File: src/rtl/ball_frame_ctrl_if.sv
// Pad-sample inputs and committed ball outputs shared between the frame
// controller (slave) and whatever drives it (master).
interface ball_frame_ctrl_if;
  logic       frame_start;
  logic       pad_valid;
  logic [7:0] pad_stick_x;
  logic [7:0] pad_stick_y;
  logic [3:0] pad_buttons;
  logic [9:0] BallX;
  logic [9:0] BallY;
  logic [9:0] Ball_size;
  logic [7:0] R;
  logic [7:0] G;
  logic [7:0] B;
  logic       busy;
  logic       update_done;

  modport slave (
    input  frame_start, pad_valid, pad_stick_x, pad_stick_y, pad_buttons,
    output BallX, BallY, Ball_size, R, G, B, busy, update_done
  );

  modport master (
    output frame_start, pad_valid, pad_stick_x, pad_stick_y, pad_buttons,
    input  BallX, BallY, Ball_size, R, G, B, busy, update_done
  );
endinterface

File: src/rtl/ball_frame_ctrl.sv
// Once-per-frame ball update: snapshots the pad, moves/resizes/recolours the
// ball and commits all outputs together in one edge during vertical blank.
module ball_frame_ctrl #(
  parameter int X_MIN     = 0,
  parameter int X_MAX     = 639,
  parameter int Y_MIN     = 0,
  parameter int Y_MAX     = 479,
  parameter int SIZE_DEF  = 4,
  parameter int SIZE_MIN  = 2,
  parameter int SIZE_MAX  = 32,
  parameter int DEAD_ZONE = 16,
  parameter int SHIFT     = 4
) (
  input logic              Clk,
  input logic              Reset,
  ball_frame_ctrl_if.slave bus
);
  typedef enum logic [2:0] {IDLE, SNAP, MOVE_X, MOVE_Y, COMMIT} state_t;

  localparam logic signed [8:0] DZ = 9'(DEAD_ZONE);

  state_t state, state_nxt;
  logic   pending, pending_nxt;

  logic [7:0] sh_x, sh_y;
  logic [3:0] sh_btn;
  logic       prev_x;
  logic [1:0] pal;

  logic signed [11:0] vx_p1, vy_p1;
  logic [9:0]         size_p1;
  logic               home_p1;
  logic [9:0]         cx_p2;
  logic [9:0]         cy_p3;

  function automatic logic signed [11:0] deflect(input logic [7:0] stick);
    logic signed [8:0] d;
    logic signed [8:0] t;
    d = $signed({1'b0, stick}) - 9'sd128;
    if (d > -DZ && d < DZ) return '0;
    t = d >>> SHIFT;
    return {{3{t[8]}}, t};
  endfunction

  // Signed 12-bit sum so a negative step near the left/top edge cannot wrap.
  function automatic logic [9:0] clamp(input logic [9:0] pos, input logic signed [11:0] v,
                                       input logic [9:0] size, input int lo_b, input int hi_b);
    logic signed [11:0] c, lo, hi;
    c  = $signed({2'b00, pos}) + v;
    lo = 12'(lo_b + int'(size));
    hi = 12'(hi_b - int'(size));
    if (c < lo)      c = lo;
    else if (c > hi) c = hi;
    return c[9:0];
  endfunction

  function automatic logic [9:0] size_step(input logic [9:0] s, input logic [3:0] btn);
    if (btn[3])           return 10'(SIZE_DEF);
    if (btn[0] && btn[1]) return s;
    if (btn[0])           return (s >= 10'(SIZE_MAX)) ? 10'(SIZE_MAX) : s + 10'd1;
    if (btn[1])           return (s <= 10'(SIZE_MIN)) ? 10'(SIZE_MIN) : s - 10'd1;
    return s;
  endfunction

  function automatic logic [23:0] palette(input logic [1:0] idx);
    case (idx)
      2'd1:    return 24'hFF0000;
      2'd2:    return 24'h00FF00;
      2'd3:    return 24'h0000FF;
      default: return 24'hFFFFFF;
    endcase
  endfunction

  always_comb begin
    state_nxt   = state;
    pending_nxt = pending;
    case (state)
      IDLE: begin
        if (bus.frame_start || pending) begin
          state_nxt   = SNAP;
          pending_nxt = 1'b0;
        end
      end
      SNAP:    state_nxt = MOVE_X;
      MOVE_X:  state_nxt = MOVE_Y;
      MOVE_Y:  state_nxt = COMMIT;
      COMMIT:  state_nxt = IDLE;
      default: state_nxt = IDLE;
    endcase
    if (state != IDLE && bus.frame_start) pending_nxt = 1'b1;
  end

  assign bus.busy = (state != IDLE);

  always_ff @(posedge Clk or negedge Reset) begin
    if (!Reset) begin
      state           <= IDLE;
      pending         <= 1'b0;
      sh_x            <= 8'd128;
      sh_y            <= 8'd128;
      sh_btn          <= 4'd0;
      prev_x          <= 1'b0;
      pal             <= 2'd0;
      bus.BallX       <= 10'd320;
      bus.BallY       <= 10'd240;
      bus.Ball_size   <= 10'(SIZE_DEF);
      {bus.R, bus.G, bus.B} <= 24'hFFFFFF;
      bus.update_done <= 1'b0;
    end else begin
      state           <= state_nxt;
      pending         <= pending_nxt;
      bus.update_done <= (state == COMMIT);
      if (bus.pad_valid) begin
        sh_x   <= bus.pad_stick_x;
        sh_y   <= bus.pad_stick_y;
        sh_btn <= bus.pad_buttons;
      end
      if (state == SNAP) begin
        prev_x <= sh_btn[2];
        if (sh_btn[2] && !prev_x) pal <= pal + 2'd1;
      end
      if (state == COMMIT) begin
        bus.BallX     <= cx_p2;
        bus.BallY     <= cy_p3;
        bus.Ball_size <= size_p1;
        {bus.R, bus.G, bus.B} <= palette(pal);
      end
    end
  end

  // p1: snapshot -> velocities and new size; p2/p3: clamped X then Y.
  always_ff @(posedge Clk) begin
    if (state == SNAP) begin
      vx_p1   <= deflect(sh_x);
      vy_p1   <= deflect(sh_y);
      size_p1 <= size_step(bus.Ball_size, sh_btn);
      home_p1 <= sh_btn[3];
    end
    if (state == MOVE_X)
      cx_p2 <= home_p1 ? 10'd320 : clamp(bus.BallX, vx_p1, size_p1, X_MIN, X_MAX);
    if (state == MOVE_Y)
      cy_p3 <= home_p1 ? 10'd240 : clamp(bus.BallY, vy_p1, size_p1, Y_MIN, Y_MAX);
  end
endmodule
File: src/flat_wrapper.sv
// flat-port wrapper written by rule: the top's interface ports become plain ports
module ball_frame_ctrl_flat 
#(
  parameter int X_MIN     = 0,
  parameter int X_MAX     = 639,
  parameter int Y_MIN     = 0,
  parameter int Y_MAX     = 479,
  parameter int SIZE_DEF  = 4,
  parameter int SIZE_MIN  = 2,
  parameter int SIZE_MAX  = 32,
  parameter int DEAD_ZONE = 16,
  parameter int SHIFT     = 4
)
  (Clk, Reset, bus_frame_start, bus_pad_valid, bus_pad_stick_x, bus_pad_stick_y, bus_pad_buttons, bus_BallX, bus_BallY, bus_Ball_size, bus_R, bus_G, bus_B, bus_busy, bus_update_done);
  ball_frame_ctrl_if bus_i ();
  input logic Clk;
  input logic Reset;
  input wire logic [$bits(bus_i.frame_start)-1:0] bus_frame_start;
  input wire logic [$bits(bus_i.pad_valid)-1:0] bus_pad_valid;
  input wire logic [$bits(bus_i.pad_stick_x)-1:0] bus_pad_stick_x;
  input wire logic [$bits(bus_i.pad_stick_y)-1:0] bus_pad_stick_y;
  input wire logic [$bits(bus_i.pad_buttons)-1:0] bus_pad_buttons;
  output wire logic [$bits(bus_i.BallX)-1:0] bus_BallX;
  output wire logic [$bits(bus_i.BallY)-1:0] bus_BallY;
  output wire logic [$bits(bus_i.Ball_size)-1:0] bus_Ball_size;
  output wire logic [$bits(bus_i.R)-1:0] bus_R;
  output wire logic [$bits(bus_i.G)-1:0] bus_G;
  output wire logic [$bits(bus_i.B)-1:0] bus_B;
  output wire logic [$bits(bus_i.busy)-1:0] bus_busy;
  output wire logic [$bits(bus_i.update_done)-1:0] bus_update_done;
  assign bus_i.frame_start = bus_frame_start;
  assign bus_i.pad_valid = bus_pad_valid;
  assign bus_i.pad_stick_x = bus_pad_stick_x;
  assign bus_i.pad_stick_y = bus_pad_stick_y;
  assign bus_i.pad_buttons = bus_pad_buttons;
  assign bus_BallX = bus_i.BallX;
  assign bus_BallY = bus_i.BallY;
  assign bus_Ball_size = bus_i.Ball_size;
  assign bus_R = bus_i.R;
  assign bus_G = bus_i.G;
  assign bus_B = bus_i.B;
  assign bus_busy = bus_i.busy;
  assign bus_update_done = bus_i.update_done;
  ball_frame_ctrl #(.X_MIN(X_MIN), .X_MAX(X_MAX), .Y_MIN(Y_MIN), .Y_MAX(Y_MAX), .SIZE_DEF(SIZE_DEF), .SIZE_MIN(SIZE_MIN), .SIZE_MAX(SIZE_MAX), .DEAD_ZONE(DEAD_ZONE), .SHIFT(SHIFT)) u_core (.Clk(Clk), .Reset(Reset), .bus(bus_i));
endmodule
File: config.mk
export PLATFORM = sky130hd
export DESIGN_NAME = ball_frame_ctrl_flat
export DESIGN_NICKNAME = d
export VERILOG_FILES = /design/src/rtl/ball_frame_ctrl_if.sv /design/src/rtl/ball_frame_ctrl.sv /design/src/flat_wrapper.sv
export SDC_FILE = /design/constraint.sdc
export NUM_CORES = 1
export LEC_CHECK = 0
export BUFFER_PORTS_ARGS = -buffer_cell sky130_fd_sc_hd__buf_2
export CAP_MARGIN = 15
export CORE_MARGIN = 2
export CORE_UTILIZATION = 51
export DETAILED_ROUTE_END_ITERATION = 8
export PLACE_DENSITY = 0.79
export SYNTH_ARGS = -nofsm -noshare
export SYNTH_HDL_FRONTEND = slang
export SYNTH_SLANG_ARGS = --single-unit
File: constraint.sdc
create_clock -name Clk -period 5.6 [get_ports Clk]
set_clock_uncertainty 0.15 [all_clocks]
set_input_delay 0.28 -clock Clk [delete_from_list [all_inputs] [get_ports Clk]]
set_output_delay 0.28 -clock Clk [all_outputs]
set_load 0.01 [all_outputs]
# After elaboration in Yosys (flattened, before gate mapping)

Cells that the tools add are included.
Widths: inputs -> output; s select.

Add/sub/neg operators: 9
Order comparisons: 10
Eq/ne operators: 8
Muxes and demuxes: 42
Reduce and logical (&&, ||, !) cells: 13

Operators with widths:

| operator               | count |
|---|---|
| $mux 10                | 14 |
| $pmux 24 s3            | 1 |
| $mux 12                | 4 |
| $add 11x12->12         | 2 |
| $gt 12x11->1           | 2 |
| $lt 12x11->1           | 2 |
| $mux 1                 | 21 |
| $gt 9x5->1 const B     | 2 |
| $lt 9x6->1 const B     | 2 |
| $sub 8x8->9 const B    | 2 |
| $pmux 3 s4             | 1 |
| $sub 10x10->11 const A | 1 |
| $sub 9x10->11 const A  | 1 |
| $add 10x1->10 const B  | 1 |
| $ge 10x6->1 const B    | 1 |
| $le 10x2->1 const B    | 1 |
| $sub 10x1->10 const B  | 1 |
| $eq 3x2->1 const B     | 2 |
| $logic_and 1x1->1      | 5 |
| $eq 2x2->1 const B     | 2 |
| $reduce_and 2->1       | 2 |
| $reduce_bool 2->1      | 2 |
| $eq 3x1->1 const B     | 1 |
| $eq 3x3->1 const B     | 1 |
| 8 further kinds        | 8 |

Register bits after elaboration: 137
Bits of input ports: 24
Output and inout port bits: 56
Word-level logic and storage cells: 102

# Logic depth before layout (Yosys ltp)

Gate-level depths: netlist (run 1).

Depth after elaboration: 15
Mapped depth: 19
Gate-level depth less buffers: 18

# Worst setup path before layout (run 1)

OpenSTA, ideal clock, no wires.

Path kind: register to register
Start point: register u_core.bus.BallX[1]
End point: register u_core.cx_p2[8] (data pin)
Setup time: 266 ps
Data arrival time: 3,816 ps
Required time: 5,184 ps
Path slack: 1,367 ps
Stages on the path, launching flop included: 18
Path buffers: 1
Clock period less this slack: 4,233 ps
Cell sequence: dfrtp_1 -> ha_1 -> a211oi_2 -> o21ai_1 -> a2111o_1 -> a31oi_2 -> o21bai_1 -> xor2_1 -> ha_1 -> inv_1 -> nor3_1 -> o32a_1 -> nor4_2 -> o31ai_2 -> buf_4 -> mux2_1 -> mux2i_1 -> nand2_1

Cells in the longest elaborated chain, start to end: 4
Elaborated cells on any way between the ends: 5
Those cells by class: add/sub: 1; order compare: 2; mux: 2

Ends and longest elaborated chain:

| what                     | line                     | RTL |
|---|---|---|
| start: declaration       | ball_frame_ctrl_if.sv:20 | `output BallX, BallY, Ball_size, R, G, B, busy, update_done` |
| start signal: assignment | ball_frame_ctrl.sv:123   | `bus.BallX <= cx_p2;` |
| $add 11x12->12 *         | ball_frame_ctrl.sv:49    | `c = $signed({2'b00, pos}) + v;` |
| $gt 12x11->1             | ball_frame_ctrl.sv:53    | `else if (c > hi) c = hi;` |
| $mux 10                  | ball_frame_ctrl.sv:53    |  |
| $mux 10 *                | ball_frame_ctrl.sv:52    | `if (c < lo) c = lo;` |
| end signal: assignment   | ball_frame_ctrl.sv:140   | `cx_p2 <= home_p1 ? 10'd320 : clamp(bus.BallX, vx_p1, size_p1, X_MIN, X_MAX);` |
| end: declaration         | ball_frame_ctrl.sv:33    | `logic [9:0] cx_p2;` |

Mark *: on every way between the ends. The rest lies on a longest branch, timed or not.
A chain may end at the register's enable or synchronous reset.

# Worst setup path in the final report (run 1)

Start point: register u_core.vx_p1[10]
End point: register u_core.cx_p2[7] (data pin)

Cells in the longest elaborated chain, start to end: 4
Elaborated cells on any way between the ends: 5
Those cells by class: add/sub: 1; order compare: 2; mux: 2

Ends and longest elaborated chain:

| what                     | line                   | RTL |
|---|---|---|
| start: declaration       | ball_frame_ctrl.sv:30  | `logic signed [11:0] vx_p1, vy_p1;` |
| start signal: assignment | ball_frame_ctrl.sv:134 | `vx_p1 <= deflect(sh_x);` |
| $add 11x12->12 *         | ball_frame_ctrl.sv:49  |  |
| $gt 12x11->1             | ball_frame_ctrl.sv:53  |  |
| $mux 10                  | ball_frame_ctrl.sv:53  |  |
| $mux 10 *                | ball_frame_ctrl.sv:52  |  |

Marks and branches as above.

==> results.txt, run 1 <==
The run finished with clean final reports. The endpoint identified for the worst register-to-register timing path is u_core.cx_p2[7]. The top layer used by detailed routing is met4. After synthesis, the cell types taking the most area are sky130_fd_sc_hd__dfrtp_1, sky130_fd_sc_hd__edfxtp_1, sky130_fd_sc_hd__ha_1. TritonCTS built the clock tree.

The number of buffers and inverters on the critical path is 1. Setup repair after global routing left no endpoint under its margin. After synthesis, the share of flip-flops with an asynchronous set or reset is 61.0%. Setup slack on the worst reg-to-reg path comes out at 0.57 ns. The later pin in the worst-skew pair is clocked with a latency of 0.36 ns.

STA puts the critical path data arrival time at 4.97 ns. The maximum operating frequency came out at 0.199 GHz. The total overflow left after global routing is 0. The die outline area is 14700 sq um. The worst setup path is launched from a flip-flop. The clock edge transition at the registers on the reported setup and hold paths came out at 0.07 ns.

The number of I/O pins is 80. Using the TritonRoute via totals, the vias-per-cell ratio works out to 5.90. Of the synthesized area, sequential elements account for 38.7%.

The synthesized design contains 39 enable-type register cells. Entering global routing, the biggest net connects 62 pins. The number of hold violations in the final report came out at 0. The logic depth of the worst setup path including buffers came out at 16. The height of the die came out at 121 microns. The number of diodes is 0. The main flop type after synthesis is sky130_fd_sc_hd__dfrtp_1.

The estimated wirelength of the detail-placed design is 11600 microns. The area added between synthesis and finish came out at 11.4%. The commonest cells after synthesis are sky130_fd_sc_hd__ha_1, sky130_fd_sc_hd__dfrtp_1, sky130_fd_sc_hd__nor2_1, sky130_fd_sc_hd__mux2_2, sky130_fd_sc_hd__inv_1.

The initial utilization of the core area, before any placement, comes to 52.5%. The minimum clock period after layout came out at 5.03 ns. Traced cell by cell, the critical path runs through ha_1, o21ai_1, o21ai_1, a2111o_1, a31oi_2, o21bai_1, xor2_1, ha_1, inv_1, nor3_1, o32a_1, nor4_2, o31ai_2, a311oi_4, mux2i_1, nor2_1. The die boundary width is 121 microns. The portion of synthesized cell area occupied by the leading cell type came out at 17.5%. The path class of the lowest-slack min-delay path is in -> reg.

In this run the mean area of a mapped cell was 10.2 sq um. The routability-driven placement congestion ratio came out at 0.917. The largest fanout of any net on the critical path came out at 18. The number of CTS-inserted buffers came out at 9. The clock passes through at most 2 buffers.

The total number of clock tree sinks came out at 100. The number of optimization iterations in the first detailed-route pass came out at 5. The total routing resource utilization after global routing is 22.3%. The routed design has 15800 microns of wire. The gate count of the mapped netlist came out at 687. The combined area of all synthesized cells came out at 7000 sq um.

The met3 routed wirelength is 795 microns. The number of nets at the end of the flow came out at 845. The required arrival time at the worst endpoint came out at 5.54 ns.

The floorplan has 42 rows. The worst register-to-register path begins at u_core.vx_p1[10]. The capturing instance or port of the critical path is u_core.cx_p2[7]. The most frequently used cell type in the post-synthesis netlist is sky130_fd_sc_hd__ha_1.

The number of nets in the synthesized netlist is 784. Setup total negative slack on the finished layout was measured at 0 ns. The number of antenna violations at the first check in global routing was 0.

The transition time at the pin with the least slew margin came out at 0.965 ns. The root buffer cell chosen for the clock tree is sky130_fd_sc_hd__clkbuf_16. The detailed router finished its first iteration with 305 violations. In the detailed route, the total length drawn on met2 is 7810 microns.

The number of fill cells came out at 1110. The number of synthesis warnings is 0. The H-tree depth came out at 3. The number of nets with antenna violations after detailed routing came out at 0. The wire length per cell after detailed routing is 17.0 microns. The library cell with the largest summed area after synthesis is sky130_fd_sc_hd__dfrtp_1. The final clock period utilization by the worst path came out at 89.9%. On the worst path, the slowest cell contributes a delay of 0.72 ns. The first global-routing pass estimated 25800 microns of wire. The critical path is of the reg -> reg type. The number of global-route vias before repair is 5351. Synthesis instantiated 75 different standard cells from the library. The total of flip-flops plus latches after synthesis is 100. The fraction of layout instances using a drive strength above 1 came out at 23.4%. The worst setup path is captured at a flip-flop. The count of pins over their slew limit was 0.

Max-cap violations in this run came to 0. In this run the tightest slew margin relative to its limit is 35.3%. The sum of routed wire segments on met1 came out at 6670 microns. Setup violations remaining at the end of the flow were counted as 0. After floorplanning, the core was sized to cover 13300 sq um.

In the routed design, unresolved DRC markers number 0. The depth of the worst register-to-register path came out at 16. The count of input and output buffers came out at 79.

The count of vias placed by the detailed router is 5480. In this design, the largest share of critical-path delay is due to compound AO/OA/AOI/OAI gates. The critical path starts at u_core.vx_p1[10]. The highest-delay cell along the critical path is sky130_fd_sc_hd__edfxtp_1.
metal layers:
layer / global-route usage, % / up-vias
li1: - / 2639
met1: 27.3 / 2622
met2: 38.1 / 179
met3: 3.57 / 40
met4: 10.9 / 0
met5: 0 / -
through the flow:
stage | std cells | setup slack, ns | utilization (%) | hold slack (ns) | cell area, sq um
after CTS | 929 | 0.657 | 58.5 | 0.00155 | 7800
final | 929 | 0.565 | 58.5 | 0.00706 | 7800
after floorplan | 687 | 1.37 | - | -0.166 | 7000
after global routing | 929 | 0.222 | 58.5 | 0.00398 | 7800
after global placement | 905 | 0.836 | 55.6 | 0.304 | 7420
after detailed placement | 905 | 0.682 | 55.6 | 0.310 | 7420
layout make-up:
class                   count  area [sq um]  area share, %
clock buffers              12           268           3.43
clock inverters             4          37.5          0.481
inverters                  44           165           2.12
multi-input cells         502          3890           49.9
flip-flops and latches    100          2710           34.8
well taps                 176           220           2.82
repair buffers             91           505           6.48
worst min path at each step:
| stage | to | slack, ns | cells past startpoint | from |
|---|---|---|---|---|
| 6_report | u_core.pending | 0.007 | 2 | bus_frame_start |
| 5_1_grt | u_core.sh_y[0] | 0.004 | 2 | bus_pad_stick_y[0] |
| 4_1_cts | u_core.pending | 0.002 | 2 | bus_frame_start |
| 3_5_place_dp | u_core.bus.BallX[9] | 0.31 | 2 | u_core.cx_p2[9] |
| 3_3_place_gp | u_core.bus.BallX[9] | 0.30 | 2 | u_core.cx_p2[9] |
| 2_1_floorplan | u_core.bus.BallX[0] | -0.17 | 0 | Reset |
cells by family after synthesis:
logic type | after synthesis | share of synthesized area, %
buffers and inverters | 85 | 5.82
AND/OR/NAND/NOR | 197 | 15.2
flip-flops | 100 | 38.7
AO/OA/AOI/OAI | 155 | 15.5
multiplexers | 58 | 9.13
XOR/XNOR | 19 | 2.38
adder cells (fa/ha/maj) | 73 | 13.3
layout by cell type, fill, tap and decap left out, types with 6 or more instances in the layout:
cell                            Yosys  routed
sky130_fd_sc_hd__and3_1             8       8
sky130_fd_sc_hd__nor3b_1           10       8
sky130_fd_sc_hd__inv_1             40      40
sky130_fd_sc_hd__xnor2_1           15      15
sky130_fd_sc_hd__a21oi_1           35      35
sky130_fd_sc_hd__clkbuf_16          0      10
sky130_fd_sc_hd__nor4_1             9       9
sky130_fd_sc_hd__nor2_1            47      47
sky130_fd_sc_hd__o21ai_0           29      29
sky130_fd_sc_hd__a31oi_1            8       8
sky130_fd_sc_hd__o21ai_1            7       7
sky130_fd_sc_hd__nor2b_1           13      13
sky130_fd_sc_hd__edfxtp_1          39      39
sky130_fd_sc_hd__mux2_2            45      45
sky130_fd_sc_hd__mux2i_1           11      11
sky130_fd_sc_hd__ha_1              71      71
sky130_fd_sc_hd__dfrtp_1           49      49
sky130_fd_sc_hd__o21a_1            10      10
sky130_fd_sc_hd__nand3b_1           6       6
sky130_fd_sc_hd__nand2_1           34      34
sky130_fd_sc_hd__dlygate4sd3_1      0       8
sky130_fd_sc_hd__nor3_1            14      14
sky130_fd_sc_hd__nand3_1           15      15
sky130_fd_sc_hd__buf_2              2      79
sky130_fd_sc_hd__nand2b_1           9       9
sky130_fd_sc_hd__dfstp_2           12      12
sequential cells by signal, summed over array words and instances (netlist names), 8 cells and up:
name and count:
u_core.cx_p2 10, u_core.bus.Ball_size 10, u_core.cy_p3 10, u_core.bus.BallX 10, u_core.size_p1 10, u_core.bus.BallY 10, u_core.sh_x 8, u_core.sh_y 8
repair_timing:
| action | in CTS | in global routing |
|---|---|---|
| buffers inserted | 0 | 0 |
| hold buffers | 8 | 0 |
| resized for setup | 0 | 0 |
| endpoints found under the hold margin | 56 | 0 |
Power of run 1 is not shown: default switching activity piles up to over one toggle a cycle in this logic, so the estimate is an artifact.
==> run 2: changes to the inputs <==
- CORE_UTILIZATION: 51 -> 57
- CTS_BUF_LIST: unset -> sky130_fd_sc_hd__clkbuf_8
- PLACE_DENSITY: 0.79 -> 0.86
==> results.txt, run 2 (synthesized netlist as in run 1, its figures left out) <==
The run finished with clean final reports. The fraction of layout instances using a drive strength above 1 came out at 23.1%. The maximum root-to-sink buffer count came out at 2. The worst-skew pair later-pin latency is 0.39 ns. The first global-routing pass estimated 26300 microns of wire. The initial utilization of the core area, before any placement, comes to 58.3%.

The routability-driven placement congestion ratio came out at 0.892. The number of nets with antenna violations after detailed routing came out at 0. In the final routed layout, each cell accounts on average for 17.4 microns. For this run, the slowest stage of the critical path takes 0.72 ns. Before antenna repair, the detailed router went through 5 iterations.

The number of diodes is 0. The total number of clock tree sinks is 100. The number of global-route vias before repair came out at 5517. The final clock period utilization by the worst path came out at 90.4%.

The required arrival time at the worst endpoint is 5.56 ns. Clock-pin slew was measured on the worst setup and hold paths at 0.12 ns. The kind of critical path is reg -> reg. The library cell used most frequently in the layout, excluding fill and tap cells, is sky130_fd_sc_hd__buf_2. The startpoint identified for the worst register-to-register timing path is u_core.vx_p1[10]. The count of buffering cells on the critical path with inverters included is 1. Setup repair after global routing left no endpoint under its margin. The final standard cell utilization of the core came out at 65.0%. The library cells used most frequently in the layout, excluding fill and tap cells, are sky130_fd_sc_hd__buf_2, sky130_fd_sc_hd__ha_1, sky130_fd_sc_hd__dfrtp_1. The path with the worst hold slack has its endpoint at u_core.sh_btn[2].

Traced cell by cell, the critical path runs through ha_1, o21ai_1, o21ai_1, a2111o_1, a31oi_2, o21bai_1, xor2_1, ha_1, inv_1, nor3_1, o32a_1, nor4_2, o31ai_2, a311oi_4, mux2i_1, nor2_1. Setup slack on the worst reg-to-reg path comes out at 0.54 ns. The final sum of negative setup slack came out at 0 ns. Counting the buffers created by CTS gives 9.

The count of input and output buffers is 79. STA classifies the critical path endpoint as a flip-flop. The number of nets at the end of the flow came out at 858.

Counting cells, the worst reg-to-reg path comes to 16. The final count of negative-setup-slack endpoints is 0. The maximum operating frequency came out at 0.197 GHz. The total congestion overflow is 0. The largest fanout of any net on the critical path is 18. The number of antenna violations at the first check in global routing is 0. The launch instance of the worst min-delay path is bus_pad_buttons[2]. The height of the die came out at 115 microns. The highest-delay cell along the critical path is sky130_fd_sc_hd__edfxtp_1. Once detailed placement completed, the half-perimeter wirelength came to 11500 microns. The path class of the tightest hold or removal check is in -> reg. The post-cts resize count came out at 0.

The core outline area is 12000 sq um. From synthesis to final layout, the design area changed by 11.5%. The hold buffer count at cts is 21. The number of fill cells is 897. The routed layout has 5580 vias. For this design the top-level I/O count stands at 80. The die outline area is 13200 sq um. The total wire length after detailed routing is 15900 microns. The relative slew slack came out at 33.2%. The DRC marker count from the first detailed-route iteration is 308. The cell row count is 40. The die boundary width is 115 microns. The final routed DRC violation total came out at 0. The depth of the worst hold-timing path is 2. The pin count of the biggest net entering global routing came out at 62. Using the TritonRoute via totals, the vias-per-cell ratio works out to 6.11. The count of pins over their slew limit came out at 0. For the worst setup path, the data arrival time is 5.02 ns. In this run the critical register-to-register path is captured at u_core.cx_p2[7]. In this run the number of H-tree levels came out at 3. The CTS tree is built. The number of hold violations in the final report was 0. The clock root buffer is sky130_fd_sc_hd__clkbuf_8.

The number of max-capacitance violations reported came out at 0. On the critical path the largest part of the delay comes from compound AO/OA/AOI/OAI gates. The minimum clock period after layout came out at 5.06 ns. The setup fix buffers added after clock tree synthesis is 0. The total routing resource utilization after global routing came out at 25.0%. The worst setup path is launched from a flip-flop.

For the pin with the worst max-slew slack, the measured transition is 0.997 ns.
==> run 2: worst max-delay path by stage <==
stage | start | to | slack [ns] | cells past startpoint
floorplan | u_core.bus.BallX[1] | u_core.cx_p2[8] | 1.37 | 17
global placement | u_core.vx_p1[10] | u_core.cx_p2[7] | 0.84 | 15
detailed placement | u_core.vx_p1[10] | u_core.cx_p2[7] | 0.62 | 15
CTS | u_core.vx_p1[10] | u_core.cx_p2[7] | 0.57 | 16
global route | u_core.vx_p1[10] | u_core.cx_p2[7] | 0.19 | 16
finish | u_core.vx_p1[10] | u_core.cx_p2[7] | 0.54 | 16
==> run 2: routing by layer <==
metal | vias to the layer above | share of wire [%] | global-route usage [%]
li1 | 2663 | - | -
met1 | 2665 | 41 | 31.3
met2 | 211 | 51 | 43.6
met3 | 41 | 4.6 | 2.48
met4 | 0 | 3.1 | 11.6
met5 | - | 0 | 0
==> run 2: metrics by stage <==
stage / setup slack (ns) / instance area, sq um / hold WS [ns] / instances
after floorplan: 1.37 / 7000 / -0.166 / 687
after global placement: 0.841 / 7380 / 0.301 / 876
after detailed placement: 0.623 / 7380 / 0.303 / 876
after CTS: 0.575 / 7810 / 0.000966 / 913
after global routing: 0.190 / 7810 / 0.00992 / 913
final: 0.536 / 7810 / 0.00649 / 913
==> run 2: final cells by class <==
| class | count | area (sq um) | area share (%) |
|---|---|---|---|
| timing repair buffer | 104 | 636 | 8.14 |
| clock buffer | 9 | 124 | 1.59 |
| tap | 147 | 184 | 2.36 |
| inverter | 44 | 165 | 2.12 |
| multi-input combinational | 502 | 3890 | 49.9 |
| clock inverter | 7 | 91.3 | 1.17 |
| sequential | 100 | 2710 | 34.7 |
==> run 2: worst reg2reg max path, stage by stage (launching register included) <==
cell,delay [ns]
sky130_fd_sc_hd__edfxtp_1,0.72
sky130_fd_sc_hd__ha_1,0.37
sky130_fd_sc_hd__o21ai_1,0.12
sky130_fd_sc_hd__o21ai_1,0.15
sky130_fd_sc_hd__a2111o_1,0.42
sky130_fd_sc_hd__a31oi_2,0.23
sky130_fd_sc_hd__o21bai_1,0.11
sky130_fd_sc_hd__xor2_1,0.36
sky130_fd_sc_hd__ha_1,0.37
sky130_fd_sc_hd__inv_1,0.13
sky130_fd_sc_hd__nor3_1,0.06
sky130_fd_sc_hd__o32a_1,0.22
sky130_fd_sc_hd__nor4_2,0.31
sky130_fd_sc_hd__o31ai_2,0.27
sky130_fd_sc_hd__a311oi_4,0.50
sky130_fd_sc_hd__mux2i_1,0.24
sky130_fd_sc_hd__nor2_1,0.06
Power of run 2 is left out for the same reason.
==> run 3: changes to the inputs <==
- BUFFER_PORTS_ARGS: -buffer_cell sky130_fd_sc_hd__buf_2 -> unset
- DONT_BUFFER_PORTS: unset -> 1
- PLACE_DENSITY: 0.86 -> 0.81
- TNS_END_PERCENT: unset -> 1
==> results.txt, run 3 (synthesized netlist as in run 1, its figures left out) <==
The total overflow left after global routing is 0. The relative slew slack is 36.1%. Measured along the x axis, the die boundary spans 115 microns.

The number of max-capacitance violations reported came out at 0. Setup repair after global routing left no endpoint under its margin. The final clock period utilization by the worst path is 88.2%. The number of CTS-inserted buffers came out at 9.

The flow ran to the end, and the final reports show no timing, DRC or antenna violations. STA classifies the critical path startpoint as a flip-flop. The maximum operating frequency is 0.202 GHz.

The congestion estimate from routability-driven global placement came to 0.835. The number of cells on the worst reg-to-reg path is 16. The worst-skew pair later-pin latency is 0.39 ns. The transition time at the pin with the least slew margin came out at 0.953 ns. The average vias per placed instance came out at 6.30. Measured along the y axis, the die boundary spans 115 microns. The count of input and output buffers came out at 0. The estimated wirelength of the detail-placed design came out at 11500 microns. The total wire length after detailed routing is 16400 microns.

The number of diodes is 0. Post-CTS timing repair inserted 0 buffers for setup. The met3 routed wirelength came out at 860 microns. The number of optimization iterations in the first detailed-route pass came out at 6.

On the final layout, the worst hold slack is 0.275 ns. The top layer used by detailed routing is met4. The critical path goes through ha_1, nand2_1, o211ai_1, and2_1, o21ai_0, nand2b_1, xor2_1, ha_1, nand2_1, o21ai_1, a2111oi_0, nor3b_1, nor3b_1, o211ai_2, and4_1, a311oi_1. The worst register-to-register path ends at u_core.cy_p3[6]. The total routing resource utilization after global routing came out at 26.2%. STA classifies the critical path endpoint as a flip-flop. The final count of negative-setup-slack endpoints is 0.

The number of nets at the end of the flow came out at 802. The startpoint identified for the worst register-to-register timing path is u_core.vy_p1[10]. The capturing instance or port of the critical path is u_core.cy_p3[6].

The clock root buffer is sky130_fd_sc_hd__clkbuf_8. The CTS tree is built. The number of hold violations in the final report is 0.

In this run the worst hold path is classified as in -> async. The hold buffer count at cts came out at 43. The first global-routing pass estimated 27400 microns of wire. CTS built an H-tree with a depth of 3. Leaving out fill and tap cells, the most frequent cell in the layout is sky130_fd_sc_hd__ha_1. After the first detailed-routing iteration, the DRC count stood at 368. The count of pins over their slew limit is 0. In the layout the commonest cells are sky130_fd_sc_hd__ha_1, sky130_fd_sc_hd__dfrtp_1, sky130_fd_sc_hd__nor2_1. The minimum setup slack among reg-to-reg paths is 0.66 ns. Clock-pin slew was measured on the worst setup and hold paths at 0.11 ns.

The fraction of layout instances using a drive strength above 1 came out at 14.1%. The delay of the slowest critical-path stage came out at 0.64 ns. The sum of routed wire segments on met1 is 6760 microns. The die outline area is 13200 sq um. The initial core utilization came out at 58.3%. The pin count of the biggest net entering global routing came out at 62. The number of nets with antenna violations after detailed routing came out at 0. The largest fanout of any net on the critical path is 17. The worst setup path is of the reg -> reg kind. The arrival time of the worst setup path is 4.96 ns. The maximum root-to-sink buffer count is 2. The worst path needs 4.94 ns of the cycle, external delays included.

The number of antenna violations at the first check in global routing is 0. The total number of clock tree sinks is 100. The area added between synthesis and finish is 9.31%. The slowest stage of the critical path is the sky130_fd_sc_hd__edfxtp_1 cell. The number of I/O pins is 80. At the worst endpoint, the required time is 5.62 ns. The final route contains 5401 vias. In the detailed route, the total length drawn on met2 is 8290 microns.

For this run, design rule violations remaining after detail routing come to 0. The core region is 12000 sq um. The cell row count is 40. In the final routed layout, each cell accounts on average for 19.1 microns. The startpoint of the worst setup timing path is u_core.vy_p1[10]. The post-cts resize count came out at 0. After routing, the total negative slack on setup checks comes to 0 ns.

The number of global-route vias before repair is 5580.
==> run 3: cell count changes in the layout (fill, tap and decap cells not counted) <==
cell / delta
sky130_fd_sc_hd__buf_2: -79
sky130_fd_sc_hd__buf_4: +1
sky130_fd_sc_hd__dlygate4sd3_1: +21
sky130_fd_sc_hd__buf_16: +1
==> run 3: critical path: cells and delay by family, from the launching register on <==
family,cells,cell delay [ns]
compound gates,6,1.63
fa+ha+maj,2,0.77
flops,1,0.64
simple gates,7,1.24
xor+xnor,1,0.29
==> run 3: worst min-delay path by stage <==
stage | cells after the start | startpoint | end
finish | 2 | Reset | u_core.bus.BallX[7]
global route | 2 | Reset | u_core.bus.BallX[7]
CTS | 2 | Reset | u_core.bus.BallX[9]
detailed placement | 0 | Reset | u_core.bus.BallY[9]
global placement | 0 | Reset | u_core.bus.BallY[9]
floorplan | 0 | Reset | u_core.bus.BallX[0]
==> run 3: metal layers <==
| metal | GRT usage [%] | vias to the layer above |
|---|---|---|
| met5 | 0 | - |
| met4 | 10.6 | 0 |
| met3 | 4.48 | 41 |
| met2 | 45.5 | 168 |
| met1 | 32.5 | 2642 |
| li1 | - | 2550 |
==> run 3: cell type report <==
| type | count | area [sq um] |
|---|---|---|
| sequential | 100 | 2710 |
| clock buffer | 9 | 124 |
| tap | 147 | 184 |
| clock inverter | 7 | 91.3 |
| inverter | 44 | 165 |
| multi-input combinational | 502 | 3890 |
| fill | 977 | 4360 |
| timing repair buffer | 48 | 485 |
==> run 3: per-stage QoR <==
stage	cell area (sq um)	utilization, %	worst slack [ns]	std cells
final	7660	63.7	0.659	857
after global routing	7660	63.7	0.284	857
after CTS	7660	63.7	0.772	857
after detailed placement	6990	58.2	0.822	798
after global placement	6990	58.2	0.955	798
after floorplan	7000	-	1.37	687
Power of run 3 is left out for the same reason.
